**src/rtl/fadd_issue.sv**
```systemverilog
// fadd_issue: issue/capture wrapper around a handshaked FP32 adder.
//
// Accepts one operand pair from upstream. Presents the pair to the adder
// with a one-cycle start strobe and waits for the adder's result strobe.
// Holds the captured sum until downstream takes it. At most one
// transaction is in flight at any time.
//
// Ports
//   clk          rising-edge clock for all state
//   reset        asynchronous, active-high reset
//   in_valid     upstream operand pair valid
//   in_ready     high in IDLE; an operand pair is accepted when in_valid=1
//   in_op1/2     IEEE-754 single operands
//   fpu_op1/2    registered operands presented to the adder
//   fpu_ready    one-cycle start strobe to the adder (ISSUE state only)
//   fpu_valid    adder result strobe (only honoured in WAIT)
//   fpu_result   adder result, sampled when fpu_valid=1
//   out_valid    captured result available (HOLD state)
//   out_ready    downstream accepts out_result
//   out_result   captured sum
//   busy         high in any state other than IDLE
//   done_count   completed downstream transfers, wraps 16'hFFFF -> 0
//   timeout      sticky WAIT-timeout flag
//
// Optional feature (macro FADD_ISSUE_TIMEOUT_EN):
//   When defined, WAIT is bounded to TIMEOUT_CYCLES cycles. On expiry a
//   quiet NaN (32'h7FC00000) is substituted for the result and the sticky
//   timeout flag is set. When undefined, WAIT lasts until fpu_valid and
//   timeout is tied low.

module fadd_issue #(
    parameter int unsigned TIMEOUT_CYCLES = 16
) (
    input  logic        clk,
    input  logic        reset,
    input  logic        in_valid,
    output logic        in_ready,
    input  logic [31:0] in_op1,
    input  logic [31:0] in_op2,
    output logic [31:0] fpu_op1,
    output logic [31:0] fpu_op2,
    output logic        fpu_ready,
    input  logic        fpu_valid,
    input  logic [31:0] fpu_result,
    output logic        out_valid,
    input  logic        out_ready,
    output logic [31:0] out_result,
    output logic        busy,
    output logic [15:0] done_count,
    output logic        timeout
);

    localparam logic [31:0] QNAN = 32'h7FC0_0000;

    if (TIMEOUT_CYCLES < 2 || TIMEOUT_CYCLES > 65535) begin : g_bad_timeout
        $error("fadd_issue: TIMEOUT_CYCLES must be within 2..65535");
    end

    typedef enum logic [1:0] {
        ST_IDLE  = 2'd0,
        ST_ISSUE = 2'd1,
        ST_WAIT  = 2'd2,
        ST_HOLD  = 2'd3
    } state_t;

    state_t state;
    state_t next_state;

    logic load_ops;      // accept the upstream operand pair
    logic cap_result;    // capture the adder result
    logic expire;        // WAIT timed out without a result
    logic wait_expired;  // WAIT counter reached its last cycle
    logic xfer_done;     // downstream transfer completes this cycle

    // ------------------------------------------------------------------
    // State register
    // ------------------------------------------------------------------
    always_ff @(posedge clk or posedge reset) begin
        if (reset) begin
            state <= ST_IDLE;
        end else begin
            state <= next_state;
        end
    end

    // ------------------------------------------------------------------
    // Next-state and Moore outputs
    // ------------------------------------------------------------------
    always_comb begin
        next_state = state;
        load_ops   = 1'b0;
        cap_result = 1'b0;
        expire     = 1'b0;
        xfer_done  = 1'b0;
        in_ready   = 1'b0;
        fpu_ready  = 1'b0;
        out_valid  = 1'b0;
        busy       = 1'b1;

        unique case (state)
            ST_IDLE: begin
                in_ready = 1'b1;
                busy     = 1'b0;
                if (in_valid) begin
                    load_ops   = 1'b1;
                    next_state = ST_ISSUE;
                end
            end
            ST_ISSUE: begin
                fpu_ready  = 1'b1;
                next_state = ST_WAIT;
            end
            ST_WAIT: begin
                // A result arriving on the expiry cycle takes priority
                if (fpu_valid) begin
                    cap_result = 1'b1;
                    next_state = ST_HOLD;
                end else if (wait_expired) begin
                    expire     = 1'b1;
                    next_state = ST_HOLD;
                end
            end
            ST_HOLD: begin
                out_valid = 1'b1;
                if (out_ready) begin
                    xfer_done  = 1'b1;
                    next_state = ST_IDLE;
                end
            end
            default: begin
                next_state = ST_IDLE;
            end
        endcase
    end

    // ------------------------------------------------------------------
    // Datapath registers
    // ------------------------------------------------------------------
    always_ff @(posedge clk or posedge reset) begin
        if (reset) begin
            fpu_op1    <= '0;
            fpu_op2    <= '0;
            out_result <= '0;
            done_count <= '0;
        end else begin
            if (load_ops) begin
                fpu_op1 <= in_op1;
                fpu_op2 <= in_op2;
            end
            if (cap_result) begin
                out_result <= fpu_result;
            end else if (expire) begin
                out_result <= QNAN;
            end
            if (xfer_done) begin
                done_count <= done_count + 16'd1;
            end
        end
    end

    // ------------------------------------------------------------------
    // Optional WAIT timeout
    // ------------------------------------------------------------------
`ifdef FADD_ISSUE_TIMEOUT_EN
    localparam logic [15:0] WAIT_LAST = 16'(TIMEOUT_CYCLES - 1);

    logic [15:0] wait_cnt;
    logic        timeout_q;

    // wait_cnt holds (WAIT cycle number - 1), so expiry lands on the
    // TIMEOUT_CYCLES-th cycle spent in WAIT.
    assign wait_expired = (wait_cnt == WAIT_LAST);

    always_ff @(posedge clk or posedge reset) begin
        if (reset) begin
            wait_cnt  <= '0;
            timeout_q <= 1'b0;
        end else begin
            if (state == ST_ISSUE) begin
                wait_cnt <= '0;
            end else if (state == ST_WAIT && !fpu_valid && !wait_expired) begin
                wait_cnt <= wait_cnt + 16'd1;
            end
            if (expire) begin
                timeout_q <= 1'b1;
            end
        end
    end

    assign timeout = timeout_q;
`else
    assign wait_expired = 1'b0;
    assign timeout      = 1'b0;
`endif

endmodule
```
**config.mk**
```make
export PLATFORM = sky130hd
export DESIGN_NAME = fadd_issue
export DESIGN_NICKNAME = d
export VERILOG_FILES = /design/src/rtl/fadd_issue.sv
export SDC_FILE = /design/constraint.sdc
export NUM_CORES = 1
export LEC_CHECK = 0
export BUFFER_PORTS_ARGS = -buffer_cell sky130_fd_sc_hd__buf_2
export CAP_MARGIN = 20
export CORE_ASPECT_RATIO = 0.6
export CORE_MARGIN = 5
export CORE_UTILIZATION = 44
export DETAILED_ROUTE_END_ITERATION = 12
export MAX_ROUTING_LAYER = met4
export PLACE_DENSITY = 0.78
export SYNTH_ARGS = -nofsm -noshare
export SYNTH_HDL_FRONTEND = slang
export SYNTH_SLANG_ARGS = --single-unit
```
**constraint.sdc**
```tcl
create_clock -name clk -period 3.7 [get_ports clk]
set_input_delay 0 -clock clk [delete_from_list [all_inputs] [get_ports clk]]
set_output_delay 0 -clock clk [all_outputs]
set_load 0.01 [all_outputs]
```
-- Word level (Yosys, flattened, before mapping)
Index checks and enable logic that the tools add are counted.
- add/subtract/negate cells: 1
- multiply operators: 0
- div/mod/pow operators: 0
- $lt $le $gt $ge: 0
- equal/unequal tests: 6
- shifts and indexed selects: 0
- muxes and demuxes: 15
- bitwise operators: 0
- reduce and logical (&&, ||, !) cells: 2
- operators by type and width (cell ; number):
    $mux W32 ; 1
    $add A16 B1 Y16 const B ; 1
    $mux W1 ; 10
    $pmux W2 S4 ; 1
    $mux W2 ; 3
    $ne A2 B2 Y1 const B ; 3
    $eq A2 B2 Y1 const B ; 2
    $reduce_and A3 Y1 ; 1
    $eq A2 B1 Y1 const B ; 1
    $logic_not A2 Y1 ; 1
- bits in registers: 114
- bits in latches: 0
- bits in writable memories: 0
- ROM bits: 0
- logic and storage cells: 29
- memories kept: 0

-- Longest topological paths before layout
Gate-level depths: netlist of run 1.
- word-level depth: 3
- mapped depth: 5
- mapped depth without buffers: 5

-- Worst setup path before layout of run 1
Ideal clock, no wire load.
- path type: register to register
- start: reg state[0]
- end: reg fpu_op1[0]
- library setup time: 0.125 ns
- data arrival time: 1.413 ns
- data required time: 3.575 ns
- path slack: 2.162 ns
- cell stages (with the launch flop): 6
- buffers on the path: 1
- clock period less this slack: 1.538 ns
- cell sequence: dfrtp_1 inv_1 ha_1 nand2_2 buf_6 mux2_2
- cells in the longest elaborated chain, start to end: 2
- RTL lines (what ; line ; RTL):
    start, declared ; 66 ; state_t state;
    start signal, assigned ; 82 ; state <= next_state;
    $logic_not A2 Y1 ; 100 ; unique case (state)
    $mux W1 ; 100 ;
    end signal, assigned ; 147 ; fpu_op1 <= in_op1;
    end, declared ; 40 ; output logic [31:0] fpu_op1,
No other way between the ends.
A chain may end at the register's enable or synchronous reset.

-- Worst setup path in the final report of run 1
- start: reg state[0]
- end: reg fpu_op1[15]
The elaborated chain is that of the path after synthesis.

==> flow_summary.json, run 1 <==
{
  "status": "completed",
  "drtIter0Drc": 66,
  "die_area_um2": 12300,
  "power_leakage_nw": 3.58,
  "clk_pin_slew_ps": 50,
  "ioPinCount": 218,
  "hold_path.class": "input port to register",
  "numCtsBuffers": 17,
  "max_slew_margin_pct": 41.8,
  "end_kind": "register",
  "n_antenna_cell": 0,
  "ys_seq_area_share_pct": 64.2,
  "io_buffers": 216,
  "ctsResizeCount": 0,
  "avgSynthCellArea_um2": 15.8,
  "irDropWorstVdd_uv": 474,
  "grt_max_degree": 85,
  "design_area_um2": 7210,
  "max_stage_delay_ps": 650,
  "routedWlPerCell_um": 17.5,
  "gr-total-overflow": 0,
  "p_total_w": 0.00576,
  "cts-root-buf": "clkbuf_16",
  "die_x_um": 140,
  "clock_sinks": 114,
  "postLayoutCoreUtil_pct": 73.2,
  "cp.arrival_ps": 2480,
  "synthesis.nets": 387,
  "start_kind": "register",
  "setup_violations": 0,
  "multi_input_area_um2": 1480,
  "synthToLayoutAreaGrowth_pct": 62.3,
  "core_area_um2": 9840,
  "synthDistinctLibCells": 24,
  "grt_antenna_before_repair": 0,
  "holdWs_ps": 41.4,
  "h-tree-depth": 4,
  "max-cap-violations": 0,
  "path_delay_family": "simple AND/OR/NAND/NOR gates",
  "viasPerCell": 4.70,
  "period_share_pct": 59.6,
  "hold_viol_final": 0,
  "yosys_warnings": 0,
  "hpwl_um": 8090,
  "clock_path_buffers": 2,
  "routed_wirelength_um": 13200,
  "seqCellArea_um2": 2850,
  "grt_usage_pct": 22.3,
  "fillerInstances": 644,
  "syn_area_um2": 4440,
  "crit_chain": "inv_1, ha_1, nand2_2, buf_12, mux2_2",
  "drive_gt1_share_pct": 56.2,
  "rsz0062_at_grt": "no",
  "setup.worst_path.class": "register to register",
  "postCtsHoldBufs": 98,
  "synth_seq_cells": 114,
  "maxSlewViolCount": 0,
  "cp_num_buf_inv": 2,
  "final_antenna_net_count": 0,
  "cts_tree": "done",
  "tightest_slew_ps": 870,
  "slowest_stage": "nand2_2",
  "grt_pass1_wl_um": 20500,
  "rows": 28,
  "clk_latency_ps": 400,
  "critical_path.max_fanout": 36,
  "cp.required_ps": 3970,
  "placed_area_um2": 5640,
  "place.gp.congestion": 0.839,
  "drt_first_pass_iters": 4,
  "powerDensity_nw_per_um2": 799,
  "drc": 0,
  "min_period_ps": 2210,
  "synthCells": 281,
  "skew_ps": 8.94,
  "fmax_ghz": 0.453,
  "grt_pass1_vias": 3893,
  "die_y_um": 87.8,
  "post_cts_buffers": 0,
  "nets": 714,
  "num_vias": 3542,
  "initial_core_util_pct": 45.1,
  "totalNegativeSetupSlack_ps": 0
}
Yosys cell counts:
library cell,instances,area (µm²)
nor2_1,4,15.0
mux2_2,97,1090
o32a_1,1,10.0
inv_1,6,22.5
nand3_1,5,25.0
nor3_2,1,10.0
xnor2_1,10,87.6
ha_1,5,62.6
nand2_2,1,6.26
nor3_4,1,16.3
and3_1,2,12.5
nand4_1,3,18.8
nor3_1,1,5.00
buf_2,3,15.0
nand2_1,10,37.5
o21ai_0,1,5.00
buf_6,6,67.6
conb_1,1,3.75
nor2b_1,1,6.26
xor2_1,5,43.8
buf_4,1,7.51
nand3_2,1,10.0
dfrtp_1,114,2850
a221oi_1,1,8.76
through the flow:
stage	instances	setup slack, ps
floorplan	281	684
global placement	625	1560
detailed placement	625	1470
CTS	753	1460
global route	754	1370
finish	754	1490
registers in the layout, summed over array words and instances (netlist names):
signal / cells
out_result: 32
fpu_op2: 32
fpu_op1: 32
state: 2
done_count: 16
cells in the final DEF, fill, tap and decap left out:
cell type,Yosys,routed
inv_1,6,5
bufinv_16,0,2
xor2_1,5,5
and3_1,2,2
ha_1,5,5
nand3_2,1,1
clkbuf_1,0,4
nand2_1,10,10
buf_2,3,216
nand3_1,5,5
o32a_1,1,1
inv_4,0,1
buf_12,0,1
a221oi_1,1,1
clkbuf_16,0,17
nor2_1,4,4
dlygate4sd3_1,0,98
nand2_2,1,1
nand4_1,3,3
buf_16,0,1
o21ai_0,1,1
xnor2_1,10,10
nor3_2,1,1
nor2b_1,1,1
dfrtp_1,114,114
nor3_4,1,1
mux2_2,97,97
clkinv_2,0,4
nor3_1,1,1
conb_1,1,1
clkbuf_8,0,3
buf_4,1,2
cells by family (layout without fill, tap and decap cells):
group | Yosys count | in the layout | synth area share [%]
adders and majority gates | 5 | 5 | 1.41
DFF | 114 | 114 | 64.2
muxes | 97 | 97 | 24.6
AOI/OAI and AO/OA | 3 | 3 | 0.535
buffers and inverters | 16 | 354 | 2.54
other | 1 | 1 | 0.0844
xor gates and xnor gates | 15 | 15 | 2.96
and+or+nand+nor | 30 | 30 | 3.66
cell type report:
class / instances / share of cell area, %
well taps: 135 / 2.34
multi-input cells: 151 / 20.5
clock inverters: 6 / 1.11
inverters: 6 / 0.347
clock buffers: 24 / 6.68
repair buffers: 318 / 29.5
flip-flops and latches: 114 / 39.6
final timing paths:
check | from | endpoint | slack, ps | cells past startpoint
setup / recovery | state[0] | fpu_op1[15] | 1490 | 5
hold / removal | in_valid | state[1] | 40 | 4
setup reg to reg | state[0] | fpu_op1[15] | 1490 | 5
hold reg to reg | done_count[15] | done_count[15] | 480 | 1
max in group asynchronous | reset | out_result[12] | 2560 | 5
min in group asynchronous | reset | done_count[10] | 90 | 3
worst reg2reg max path: cells and delay by family (launching register included):
kind | cells | cell delay [ps]
DFF | 1 | 410
adders and majority gates | 1 | 270
buffers and inverters | 2 | 380
and+or+nand+nor | 1 | 650
muxes | 1 | 380
metal layers:
metal / wire [µm] / up-vias / GRT usage (%)
met4: 128 / 0 / 6.60
met2: 6860 / 144 / 38.3
met3: 918 / 13 / 6.93
li1: - / 1633 / -
met5: 0 / - / -
met1: 5270 / 1752 / 25.7
power by group:
part | switching, W | leakage (nW) | internal [W] | total [W]
Combinational | 0.000990 | 1.93 | 0.00109 | 0.00208
Sequential | 0.000315 | 1.37 | 0.00183 | 0.00214
Clock | 0.000508 | 0.280 | 0.00103 | 0.00154
No activity file was read; power rests on OpenSTA's default activity.
==> run 2: changes to the inputs <==
clock period = 2.05 ns   (was 3.7 ns; I/O delays follow)
==> flow_summary.json, run 2 (synthesis results as in run 1) <==
{
  "place.gp.congestion": 0.825,
  "skew_ps": 17.3,
  "drtIter0Drc": 110,
  "wl_met3_um": 986,
  "swShare_pct": 32.1,
  "clk_latency_ps": 410,
  "grt_pass1_wl_um": 20900,
  "highest_layer": "met4",
  "drt_first_pass_iters": 4,
  "cp.arrival_ps": 2020,
  "die_area_um2": 12300,
  "ctsResizeCount": 0,
  "clock_path_buffers": 2,
  "hpwl_um": 8140,
  "status": "completed",
  "final_antenna_net_count": 0,
  "powerDensity_nw_per_um2": 1450,
  "rows": 28,
  "power.switching_w": 0.00339,
  "grt_max_degree": 67,
  "max-cap-violations": 0,
  "reg2regPathDepth": 5,
  "fmax_ghz": 0.574,
  "layout_commonest_cell": "buf_2",
  "fillerInstances": 597,
  "cts-root-buf": "clkbuf_16",
  "grt_antenna_before_repair": 0,
  "slowest_stage": "dfrtp_1",
  "die_y_um": 87.8,
  "routedWlPerCell_um": 17.2,
  "postLayoutCoreUtil_pct": 73.9,
  "rsz0062_at_grt": "no",
  "dr_wl_met2_um": 6560,
  "ioPinCount": 218,
  "reg.largest.list": "fpu_op1 x32, fpu_op2 x32, out_result x32",
  "cts_tree": "done",
  "setup.worst_path.class": "register to register",
  "cp.depth": 5,
  "setup_violations": 0,
  "holdWs_ps": 28.0,
  "cp.required_ps": 2330,
  "initial_core_util_pct": 45.1,
  "power_frac_seq_pct": 36.7,
  "hold_path.class": "input port to register",
  "cp_num_buf_inv": 2,
  "met1_length_um": 5280,
  "combPwrFrac_pct": 35.8,
  "h-tree-depth": 4,
  "grt_pass1_vias": 4012,
  "clock_power_share_pct": 27.5,
  "critical_path.max_fanout": 28,
  "end_kind": "register",
  "viasPerCell": 4.65,
  "max_stage_delay_ps": 390,
  "final_cell_mix": "buf_2, dfrtp_1, dlygate4sd3_1",
  "path_delay_family": "flip-flops",
  "totalNegativeSetupSlack_ps": 0,
  "clk_pin_slew_ps": 60,
  "num_vias": 3517,
  "p_int_w": 0.00718,
  "start_kind": "register",
  "nets": 715,
  "hold_viol_final": 0,
  "synthToLayoutAreaGrowth_pct": 63.7,
  "die_x_um": 140,
  "period_share_pct": 85.0,
  "maxSlewViolCount": 0,
  "min_period_ps": 1740,
  "crit_chain": "inv_1, ha_1, nand2_2, buf_12, mux2_2",
  "irDropWorstVdd_uv": 808,
  "numCtsBuffers": 17,
  "grt_usage_pct": 22.8,
  "power_leakage_nw": 3.60,
  "core_area_um2": 9840,
  "whs_path_depth": 5,
  "drive_gt1_share_pct": 57.1,
  "clock_sinks": 114,
  "gr-total-overflow": 0,
  "drc": 0,
  "io_buffers": 216,
  "routed_wirelength_um": 13000,
  "n_antenna_cell": 0
}
[run 2: cell types whose count changed in the layout (fill, tap and decap cells not counted), moves of 3 or more]
cell        delta
clkbuf_1       -4
clkinv_4       +4
clkinvlp_4     +4
buf_12         +3
[run 2: metal layers]
metal / track usage (%) / vias to the layer above
met5: - / -
met4: 8.71 / 0
met3: 6.55 / 21
met2: 38.8 / 162
met1: 25.9 / 1703
li1: - / 1631
[run 2: final cells by class]
type / count / area [µm²] / share of cell area [%]
clock buffer: 20 / 467 / 6.42
multi-input combinational: 151 / 1480 / 20.3
tap: 135 / 169 / 2.32
clock inverter: 12 / 133 / 1.82
timing repair buffer: 319 / 2150 / 29.6
inverter: 6 / 26.3 / 0.361
sequential: 114 / 2850 / 39.2
[run 2: worst paths after layout]
| check | endpoint | from | slack (ps) |
|---|---|---|---|
| worst max-delay path | fpu_op1[17] | state[0] | 310 |
| worst min-delay path | state[1] | in_valid | 30 |
| worst max register to register | fpu_op1[17] | state[0] | 310 |
| worst min register to register | done_count[15] | done_count[15] | 470 |
| max in group asynchronous | fpu_op1[27] | reset | 1160 |
| min in group asynchronous | done_count[10] | reset | 180 |
[run 2: worst register-to-register path: cells and delay by family, from the launching register on]
kind | cells | cell delay [ps]
flip-flops | 1 | 390
multiplexers | 1 | 390
buffers and inverters | 2 | 320
adder cells (fa/ha/maj) | 1 | 260
AND/OR/NAND/NOR | 1 | 260
[run 2: power groups by stage]
| stage | logic, W | registers [W] | clock network, W |
|---|---|---|---|
| after global placement | 0.00350 | 0.00381 | 0 |
| after global routing | 0.00408 | 0.00400 | 0.00307 |
| after detailed placement | 0.00362 | 0.00385 | 0 |
| after CTS | 0.00378 | 0.00384 | 0.00296 |
| final | 0.00378 | 0.00388 | 0.00290 |
| after floorplan | 0.00159 | 0.00431 | 0 |
[run 2: stage by stage]
stage,instances,power [W],cell area [µm²],setup WS (ps)
2_1_floorplan,281,0.00590,4450,512
3_3_place_gp,627,0.00731,5690,407
3_5_place_dp,627,0.00748,5690,341
4_1_cts,757,0.0106,7270,329
5_1_grt,757,0.0111,7270,249
6_report,757,0.0106,7270,307
[run 2: what timing repair did]
action                    CTS  global route
hold endpoints to repair  115             0
setup buffers               0             0
hold buffers               98             0
